[src/rtl/alu_pkg.sv]
// -----------------------------------------------------------------------------
// alu_pkg
// Shared definitions for the sequential ALU: opcode encodings, controller
// state encoding and the bit positions of the packed status-flag vector.
// -----------------------------------------------------------------------------
package alu_pkg;

  // Opcodes carried on exe_cmd
  localparam logic [3:0] OP_MOV = 4'b0001;
  localparam logic [3:0] OP_ADD = 4'b0010;
  localparam logic [3:0] OP_ADC = 4'b0011;
  localparam logic [3:0] OP_SUB = 4'b0100;
  localparam logic [3:0] OP_SBC = 4'b0101;
  localparam logic [3:0] OP_AND = 4'b0110;
  localparam logic [3:0] OP_ORR = 4'b0111;
  localparam logic [3:0] OP_EOR = 4'b1000;
  localparam logic [3:0] OP_MVN = 4'b1001;
  localparam logic [3:0] OP_MUL = 4'b1010;

  // Controller states
  typedef enum logic [1:0] {
    ST_IDLE     = 2'd0,
    ST_MUL_BUSY = 2'd1,
    ST_HOLD     = 2'd2
  } state_t;

  // Positions inside the packed flag vector
  localparam int FLAG_V = 0;
  localparam int FLAG_C = 1;
  localparam int FLAG_Z = 2;
  localparam int FLAG_N = 3;
  localparam int FLAG_W = 4;

  // Flags describing a zero result with no carry/overflow (reset value)
  localparam logic [FLAG_W-1:0] FLAGS_ZERO = FLAG_W'(1) << FLAG_Z;

endpackage

[src/rtl/alu_seq_multiplier.sv]
// -----------------------------------------------------------------------------
// seq_multiplier
// Iterative shift-add multiplier producing the low WIDTH bits of a*b, one
// multiplier bit per clock.
//   clk, rst      : clock, asynchronous active-low reset
//   start         : load a/b and begin (one-cycle pulse)
//   a, b          : operands, sampled when start is high
//   busy          : iteration in progress
//   done          : high during the final iteration cycle; product is valid
//                   (combinationally) in that same cycle
//   product       : low WIDTH bits of a*b when done is high
// -----------------------------------------------------------------------------
module seq_multiplier #(
  parameter int WIDTH = 32
) (
  input  logic             clk,
  input  logic             rst,
  input  logic             start,
  input  logic [WIDTH-1:0] a,
  input  logic [WIDTH-1:0] b,
  output logic             busy,
  output logic             done,
  output logic [WIDTH-1:0] product
);

  localparam int CNT_W = $clog2(WIDTH + 1);

  logic [WIDTH-1:0] mcand_reg;
  logic [WIDTH-1:0] mplier_reg;
  logic [WIDTH-1:0] acc_reg;
  logic [CNT_W-1:0] cnt_reg;
  logic             busy_reg;
  logic [WIDTH-1:0] partial_next;
  logic             last_iter;

  // Accumulate the (already shifted) multiplicand when the current
  // multiplier bit is set; only the low WIDTH bits are ever needed.
  assign partial_next = acc_reg + (mplier_reg[0] ? mcand_reg : '0);
  assign last_iter    = busy_reg && (cnt_reg == CNT_W'(WIDTH - 1));

  assign busy    = busy_reg;
  assign done    = last_iter;
  assign product = partial_next;

  always_ff @(posedge clk or negedge rst) begin
    if (!rst) begin
      mcand_reg  <= '0;
      mplier_reg <= '0;
      acc_reg    <= '0;
      cnt_reg    <= '0;
      busy_reg   <= 1'b0;
    end else if (start) begin
      mcand_reg  <= a;
      mplier_reg <= b;
      acc_reg    <= '0;
      cnt_reg    <= '0;
      busy_reg   <= 1'b1;
    end else if (busy_reg) begin
      acc_reg    <= partial_next;
      mcand_reg  <= mcand_reg << 1;
      mplier_reg <= mplier_reg >> 1;
      cnt_reg    <= cnt_reg + CNT_W'(1);
      if (last_iter) begin
        busy_reg <= 1'b0;
      end
    end
  end

endmodule

[src/rtl/alu_seq.sv]
// -----------------------------------------------------------------------------
// alu_seq
// Valid/ready ALU. Single-cycle operations complete the cycle after they are
// accepted; MUL runs through an iterative multiplier and completes WIDTH+1
// cycles after acceptance. The result and flags are held until consumed.
//   clk, rst            : clock, asynchronous active-low reset
//   in_valid / in_ready : request handshake
//   exe_cmd             : opcode (see alu_pkg)
//   val1, val2, c_in    : operands and carry-in, captured on acceptance
//   out_valid/out_ready : result handshake
//   alu_res, n,z,c,v    : result and its status flags
// -----------------------------------------------------------------------------
module alu_seq
  import alu_pkg::*;
#(
  parameter int WIDTH  = 32,
  parameter int MUL_EN = 1
) (
  input  logic             clk,
  input  logic             rst,
  input  logic             in_valid,
  output logic             in_ready,
  input  logic [3:0]       exe_cmd,
  input  logic [WIDTH-1:0] val1,
  input  logic [WIDTH-1:0] val2,
  input  logic             c_in,
  output logic             out_valid,
  input  logic             out_ready,
  output logic [WIDTH-1:0] alu_res,
  output logic             n,
  output logic             z,
  output logic             c,
  output logic             v
);

  localparam int MSB = WIDTH - 1;

  state_t            state_reg, state_next;
  logic [WIDTH-1:0]  res_reg, res_next;
  logic [FLAG_W-1:0] flags_reg, flags_next;
  logic              valid_reg, valid_next;
  logic              mul_cin_reg, mul_cin_next;
  logic              run_reg;

  logic              accept;
  logic              is_mul;
  logic              mul_start;
  logic              mul_busy;
  logic              mul_done;
  logic [WIDTH-1:0]  mul_product;

  logic [WIDTH:0]    add_w;
  logic [WIDTH:0]    sub_w;
  logic              carry_add;
  logic              borrow_in;
  logic [WIDTH-1:0]  op_res;
  logic              op_c;
  logic              op_v;
  logic [FLAG_W-1:0] op_flags;
  logic [FLAG_W-1:0] mul_flags;

  // run_reg holds in_ready low until the first edge after reset release,
  // so nothing can be accepted while the block is still coming out of reset.
  assign in_ready = run_reg && !mul_busy &&
                    ((state_reg == ST_IDLE) || ((state_reg == ST_HOLD) && out_ready));
  assign accept   = in_valid && in_ready;
  assign is_mul   = (MUL_EN != 0) && (exe_cmd == OP_MUL);

  // ---------------------------------------------------------------------------
  // Single-cycle datapath (one extra bit to expose carry / borrow)
  // ---------------------------------------------------------------------------
  assign carry_add = (exe_cmd == OP_ADC) ? c_in : 1'b0;
  assign borrow_in = (exe_cmd == OP_SBC) ? ~c_in : 1'b0;
  assign add_w = {1'b0, val1} + {1'b0, val2} + {{WIDTH{1'b0}}, carry_add};
  assign sub_w = {1'b0, val1} - {1'b0, val2} - {{WIDTH{1'b0}}, borrow_in};

  always_comb begin
    op_res = '0;
    op_c   = 1'b0;
    op_v   = 1'b0;
    case (exe_cmd)
      OP_MOV: op_res = val2;
      OP_MVN: op_res = ~val2;
      OP_ADD, OP_ADC: begin
        op_res = add_w[MSB:0];
        op_c   = add_w[WIDTH];
        op_v   = (val1[MSB] == val2[MSB]) && (op_res[MSB] != val1[MSB]);
      end
      OP_SUB, OP_SBC: begin
        op_res = sub_w[MSB:0];
        // A wrap of the extended difference means a borrow; c is its inverse.
        op_c   = ~sub_w[WIDTH];
        op_v   = (val1[MSB] != val2[MSB]) && (op_res[MSB] != val1[MSB]);
      end
      OP_AND: op_res = val1 & val2;
      OP_ORR: op_res = val1 | val2;
      OP_EOR: op_res = val1 ^ val2;
      default: ; // undefined, and MUL which is handled by the multiplier
    endcase

    op_flags         = '0;
    op_flags[FLAG_N] = op_res[MSB];
    op_flags[FLAG_Z] = (op_res == '0);
    op_flags[FLAG_C] = op_c;
    op_flags[FLAG_V] = op_v;

    mul_flags         = '0;
    mul_flags[FLAG_N] = mul_product[MSB];
    mul_flags[FLAG_Z] = (mul_product == '0);
    mul_flags[FLAG_C] = mul_cin_reg;
  end

  // ---------------------------------------------------------------------------
  // Multiplier (absent when MUL_EN is 0; MUL then decodes as undefined)
  // ---------------------------------------------------------------------------
  generate
    if (MUL_EN != 0) begin : g_mul
      seq_multiplier #(
        .WIDTH(WIDTH)
      ) u_mul (
        .clk     (clk),
        .rst     (rst),
        .start   (mul_start),
        .a       (val1),
        .b       (val2),
        .busy    (mul_busy),
        .done    (mul_done),
        .product (mul_product)
      );
    end else begin : g_no_mul
      assign mul_busy    = 1'b0;
      assign mul_done    = 1'b0;
      assign mul_product = '0;
    end
  endgenerate

  // ---------------------------------------------------------------------------
  // Controller: next state and output registers
  // ---------------------------------------------------------------------------
  always_comb begin
    state_next   = state_reg;
    res_next     = res_reg;
    flags_next   = flags_reg;
    valid_next   = valid_reg;
    mul_cin_next = mul_cin_reg;
    mul_start    = 1'b0;

    case (state_reg)
      ST_MUL_BUSY: begin
        if (mul_done) begin
          state_next = ST_HOLD;
          res_next   = mul_product;
          flags_next = mul_flags;
          valid_next = 1'b1;
        end
      end
      ST_HOLD: begin
        if (out_ready) begin
          state_next = ST_IDLE;
          valid_next = 1'b0;
        end
      end
      default: ;
    endcase

    // A new request can only be accepted from IDLE or from HOLD while the
    // current result is being consumed, so it overrides the moves above.
    if (accept) begin
      if (is_mul) begin
        state_next   = ST_MUL_BUSY;
        valid_next   = 1'b0;
        mul_start    = 1'b1;
        mul_cin_next = c_in;
      end else begin
        state_next = ST_HOLD;
        res_next   = op_res;
        flags_next = op_flags;
        valid_next = 1'b1;
      end
    end
  end

  always_ff @(posedge clk or negedge rst) begin
    if (!rst) begin
      state_reg   <= ST_IDLE;
      res_reg     <= '0;
      flags_reg   <= FLAGS_ZERO;
      valid_reg   <= 1'b0;
      mul_cin_reg <= 1'b0;
      run_reg     <= 1'b0;
    end else begin
      state_reg   <= state_next;
      res_reg     <= res_next;
      flags_reg   <= flags_next;
      valid_reg   <= valid_next;
      mul_cin_reg <= mul_cin_next;
      run_reg     <= 1'b1;
    end
  end

  assign out_valid = valid_reg;
  assign alu_res   = res_reg;
  assign n         = flags_reg[FLAG_N];
  assign z         = flags_reg[FLAG_Z];
  assign c         = flags_reg[FLAG_C];
  assign v         = flags_reg[FLAG_V];

endmodule

[config.mk]
export PLATFORM = sky130hd
export DESIGN_NAME = alu_seq
export DESIGN_NICKNAME = d
export VERILOG_FILES = /design/src/rtl/alu_pkg.sv /design/src/rtl/alu_seq_multiplier.sv /design/src/rtl/alu_seq.sv
export SDC_FILE = /design/constraint.sdc
export NUM_CORES = 1
export LEC_CHECK = 0
export ABC_AREA = 1
export CAP_MARGIN = 20
export CORE_ASPECT_RATIO = 0.9
export CORE_MARGIN = 10
export CORE_UTILIZATION = 35
export DETAILED_ROUTE_END_ITERATION = 16
export PLACE_DENSITY = 0.64
export SLEW_MARGIN = 25
export SYNTH_ARGS = -nofsm -noshare
export SYNTH_HDL_FRONTEND = slang
export SYNTH_SLANG_ARGS = --single-unit
[constraint.sdc]
create_clock -name clk -period 2.9 [get_ports clk]
set_clock_uncertainty 0.1 [all_clocks]
set_input_delay 0.87 -clock clk [delete_from_list [all_inputs] [get_ports clk]]
set_output_delay 0.87 -clock clk [all_outputs]
set_load 0.05 [all_outputs]
Word level (Yosys, flattened, before mapping)
Cells that the tools add are included.
{"block": "classes", "bitwise": 6, "addsub": 6, "n_eq_ne": 19, "mux": 37, "n_reduce_logical": 18}
{"cell": "32-bit 2-to-1 mux", "count": 11}
{"cell": "32-bit case mux with 7 select lines", "count": 1}
{"cell": "32-bit logical NOT", "count": 2}
{"cell": "32-bit by 32-bit adder with 33-bit output", "count": 1}
{"cell": "33-bit by 1-bit adder with 33-bit output", "count": 1}
{"cell": "32-bit by 32-bit subtractor with 33-bit output", "count": 1}
{"cell": "33-bit by 1-bit subtractor with 33-bit output", "count": 1}
{"cell": "32-bit adder", "count": 1}
{"cell": "32-bit AND", "count": 1}
{"cell": "32-bit inverter", "count": 1}
{"cell": "32-bit bitwise OR", "count": 1}
{"cell": "32-bit XOR", "count": 1}
{"cell": "4-bit by 3-bit equality test with 1-bit output (second input constant)", "count": 4}
{"cell": "4-bit 2-to-1 mux", "count": 4}
{"cell": "4-bit equality test (second input constant)", "count": 3}
{"cell": "6-bit 2-to-1 mux", "count": 2}
{"cell": "1-bit 2-to-1 mux", "count": 11}
{"cell": "4-bit by 2-bit equality test with 1-bit output (second input constant)", "count": 2}
{"cell": "2-bit 2-to-1 mux", "count": 4}
{"cell": "1-bit logical AND", "count": 7}
{"cell": "6-bit by 1-bit adder with 6-bit output (second input constant)", "count": 1}
{"cell": "6-bit by 5-bit equality test with 1-bit output (second input constant)", "count": 1}
{"cell": "1-bit case mux with 2 select lines", "count": 3}
{"cell": "4-bit by 1-bit equality test with 1-bit output (second input constant)", "count": 1}
{"cell": "other kinds (16)", "count": 20}
{"block": "totals", "output_inout_bits": 38, "ff_bits": 144, "word_cells": 97, "in_bits": 73}

Logic depth before layout (Yosys ltp)
Gate-level depths: netlist of run 1.
{"block": "logic_depth", "depth_word": 8, "mapped_depth": 28, "depth_no_buf": 28}

Cells and area by module
From an unflattened synthesis of run 1, not the netlist that was laid out.
{"block": "hier_totals", "cells_unflattened": 2825, "hier_area_um2": 16527.1}
{"module": "alu_seq", "cells_each": 1790, "seq_area_each_um2": 1002.2, "area_each_um2": 9529.1, "instances": 1}
{"module": "seq_multiplier", "cells_each": 1035, "seq_area_each_um2": 2577.5, "area_each_um2": 6998.0, "instances": 1}

Worst setup path after synthesis of run 1
No wires, ideal clock.
{"block": "synth_timing", "path_type": "in2reg", "start": "in exe_cmd[1]", "end": "reg flags_reg[2]", "setup_ns": 0.073, "t_required_ns": 2.727, "t_arrival_ns": 3.667, "n_path_buf": 0, "slack_ns": -0.940, "path_stages": 27, "path_cell_list": "inv_1 > nand2_1 > nor3_1 > fa_1 > inv_1 > ha_1 > inv_1 > nand2_1 > inv_1 > fa_1 > nand2_1 > nand2_1 > nand2_1 > nand2_1 > nand2_1 > nand2_1 > nand2_1 > nand2_1 > nand2_1 > nand2_1 > nand3_1 > nand3_1 > nor2_1 > nand2_1 > nor2_1 > nand2_1 > a21oi_1"}
{"block": "synth_via", "elab_chain_cells": 7, "word_cells_on_any_way": 20, "cone_classes": "2 x add/sub; 10 x eq/ne; 5 x mux; 3 x reduce/logical"}
{"item": "start, declared", "line_no": "alu_seq.sv:23", "source": "input logic [3:0] exe_cmd,"}
{"item": "4-bit by 3-bit equality test with 1-bit output / 4-bit by 2-bit equality test with 1-bit output (equally long branches)", "line_no": "alu_seq.sv:73, alu_seq.sv:81, alu_seq.sv:72"}
{"item": "1-bit 2-to-1 mux, on equally long branches", "line_no": "alu_seq.sv:73, alu_seq.sv:72"}
{"item": "33-bit by 1-bit subtractor with 33-bit output / 33-bit by 1-bit adder with 33-bit output (equally long branches)", "line_no": "alu_seq.sv:75, alu_seq.sv:74"}
{"item": "32-bit case mux with 7 select lines", "line_no": "alu_seq.sv:81", "source": "case (exe_cmd)"}
{"item": "32-bit logical NOT", "line_no": "alu_seq.sv:103", "source": "op_flags[FLAG_Z] = (op_res == '0);"}
{"item": "4-bit 2-to-1 mux (*)", "line_no": "alu_seq.sv:169", "source": "if (is_mul) begin"}
{"item": "4-bit 2-to-1 mux (*)", "line_no": "alu_seq.sv:168", "source": "if (accept) begin"}
{"item": "net flags_next[2]", "line_no": "alu_seq.sv:40", "source": "logic [FLAG_W-1:0] flags_reg, flags_next;"}
{"item": "end signal, assigned", "line_no": "alu_seq.sv:194", "source": "flags_reg <= flags_next;"}
{"item": "end, declared", "line_no": "alu_seq.sv:40"}
Mark *: on every way through the listed nets, which the timed path passes. The rest lies on a longest branch.
A chain may end at the register's enable or synchronous reset.

Worst setup path in the final report of run 1
Ends and elaborated chain as after synthesis.

==> results of run 1 <==
per-layer routing:
layer,wire length [um],part of all wire [%],vias up
met3,4430,5.5,118
met2,36100,45,717
met4,3340,4.1,0
met5,0,0,-
li1,-,-,10100
met1,36700,46,9803
cell type report:
cell class | instances | area [um^2] | area share [%]
clock inverters | 15 | 125 | 0.475
repair buffers | 830 | 6970 | 26.4
well taps | 608 | 761 | 2.89
flip-flops and latches | 143 | 3580 | 13.6
inverters | 499 | 1890 | 7.18
clock buffers | 17 | 425 | 1.61
multi-input cells | 1982 | 12600 | 47.8
report_power, final:
group | internal (mW) | switching [mW]
combinational | 3.95 | 5.21
sequential | 2.86 | 0.690
clock | 1.12 | 0.997
metrics by stage:
stage                     hold slack (ps)  TNS (ps)  power [mW]
final                                 331    -11640        14.8
after global placement                351    -50990        11.4
after detailed placement              359    -56180        11.5
after global routing                  374    -15850        15.7
after floorplan                       335     -7230        7.63
after CTS                             372    -12250        14.2
placed cells by master, fill, tap and decap left out, types with 56 or more instances in the layout:
| cell type | count |
|---|---|
| inv_2 | 56 |
| buf_4 | 652 |
| nand3_2 | 56 |
| ha_1 | 94 |
| nand2_1 | 818 |
| inv_1 | 439 |
| nand2_2 | 92 |
| nor2_1 | 160 |
| o21ai_0 | 60 |
| nor2_2 | 59 |
| clkdlybuf4s50_1 | 57 |
| dfrtp_1 | 140 |
| ha_4 | 60 |
| nand3_1 | 115 |
critical path, delay by kind of cell:
kind	cells	cell delay [ps]
buffers and inverters	8	680
and+or+nand+nor	18	1330
AOI/OAI and AO/OA	1	50
adders and majority gates	3	980
repair_timing:
item	CTS	global route
gates cloned	0	2
buffers inserted	44	24
pin swaps	74	83
setup endpoints to repair	36	48
resized for setup	427	243
cells by family (layout without fill, tap and decap cells):
kind of cell / Yosys count / after routing / share of synthesized area, %
flip-flops: 143 / 143 / 22.3
other: 1 / 1 / 0.0234
buffers and inverters: 562 / 1361 / 13.5
XOR/XNOR: 10 / 10 / 0.547
AO/OA/AOI/OAI: 345 / 345 / 13.3
AND/OR/NAND/NOR: 1463 / 1463 / 37.3
adder cells (fa/ha/maj): 163 / 163 / 13.0
worst paths after layout:
kind / from / end / slack, ps / cells past startpoint
setup / recovery: exe_cmd[1] / flags_reg[2] / -770 / 30
hold / removal: rst / g_mul.u_mul.acc_reg[2] / 330 / 1
setup reg to reg: g_mul.u_mul.mplier_reg[0] / flags_reg[2] / -330 / 19
hold reg to reg: g_mul.u_mul.cnt_reg[5] / g_mul.u_mul.cnt_reg[5] / 370 / 1
max in group asynchronous: rst / alu_res[26] / 1660 / 2
min in group clk: g_mul.u_mul.cnt_reg[5] / g_mul.u_mul.cnt_reg[5] / 370 / 1
==> impl_metrics.toml, run 1 <==
[logic_synthesis]
synth.top_cell.area_share_pct = 22.2
synth_area_um2 = 16000
ys_warn_count = 0
synth_common_cells = "nand2_1 (941), inv_1 (493), nor2_1 (236)"
ys_seq_area_share_pct = 22.3
netlist_top_cells_area = "dfrtp_1 (22%), nand2_1 (22%), ha_1 (12%)"
syn_avg_cell_area_um2 = 5.96
ys_types = 42
yosysTopAreaCell = "dfrtp_1"
synth_edf_count = 0
syn_nets = 2923
synth_most_common_cell = "nand2_1"
postSynth.asyncResetShare_pct = 100
synth_cells = 2687
synthFlopType = "dfrtp_1"
ys_seq_elements = 143

[place]
place_hpwl_um = 65200
gp_congestion = 1.00
placed_cells = 4019
dp_slack_ps = -1780
portBuffers = 110
placed_area_um2 = 23000

[final_layout]
fillers = 4397
post-route-util_pct = 58.2
nets = 3709
final_area_um2 = 26300
areaGrowthSynthToFinish_pct = 64.5
layout-drive-gt1-share_pct = 35.2
finalNonFillerCells = 4094
num_antenna_cells = 0

[die]
die_h_um = 223
ioPinCount = 111
die_area_um2 = 54700
die_x_um = 246
core_um2 = 45300
start_util_pct = 35.4
rows = 74

[critical_path]
cpMaxStageDelayCell = "fa_1"
crit_type = "input pin to flop"
crit_fanout = 4
crit_arrival_ps = 3930
required_ps = 3160
crit_path_end_kind = "flop"
cp-start-kind = "input pin"
max_stage_delay_ps = 450

[outcome]
outcome = "finished, violations left"
violations = "negative setup slack"

[sta]
min_period_ps = 3670
fmax_mhz = 273
final_max_slew_viol_count = 0
hold_viol = 0
final-setup-viol-count = 32
post-route-period-util_pct = 126
rsz0062_at_grt = "yes"
relSlewSlack_pct = 39.3
layout_setup_ws_ps = -765
tightest_slew_ps = 904

[drt]
ant_nets = 0
viasPerCell = 5.07
routed_wl_um = 80600
drt_iter0_drc = 1738
via_count = 20800
post-route-drc-count = 0
wire_per_inst_um = 19.7
dr.pass1.iters = 5

[clock_tree]
cts_made_buffers = 17
clkLatencyLatePin_ps = 440
clockBufferDepth = 2
cts_hold_buffers = 0
cts_tree = "built"
clkTransAtPathRegs_ps = 70
clock-sinks = 143
root_buffer = "clkbuf_16"
htreeDepth = 4

[global_routing]
use_met1_pct = 38.5
busiest_layer = "met2"
grt_pass1_wl_um = 120000
grt_pass1_vias = 20300
use_met3_pct = 2.85
grt_antenna_before_repair = 1
grt_overflow = 0
gr-usage-met2_pct = 45.4
grt.total_usage_pct = 28.3
grt_max_degree = 68

[pwr]
ir_worst_vdd_v = 0.000616
p_leak_nw = 14.2
p_per_area_nw_per_um2 = 563

[hold_path]
holdCritPathClass = "input pin to async pin"

[flow_run]
cap_violations = 0
Note: power is estimated with default switching activity, not from simulation.
==> inputs of run 2 (changes only) <==
--- a/config.mk
+++ b/config.mk
@@ -6,7 +6,6 @@
 export NUM_CORES = 1
 export LEC_CHECK = 0
 export ABC_AREA = 1
-export CAP_MARGIN = 20
 export CORE_ASPECT_RATIO = 0.9
 export CORE_MARGIN = 10
 export CORE_UTILIZATION = 35
==> results of run 2 <==
Final layout, timing and power as in run 1 (identical DEF).
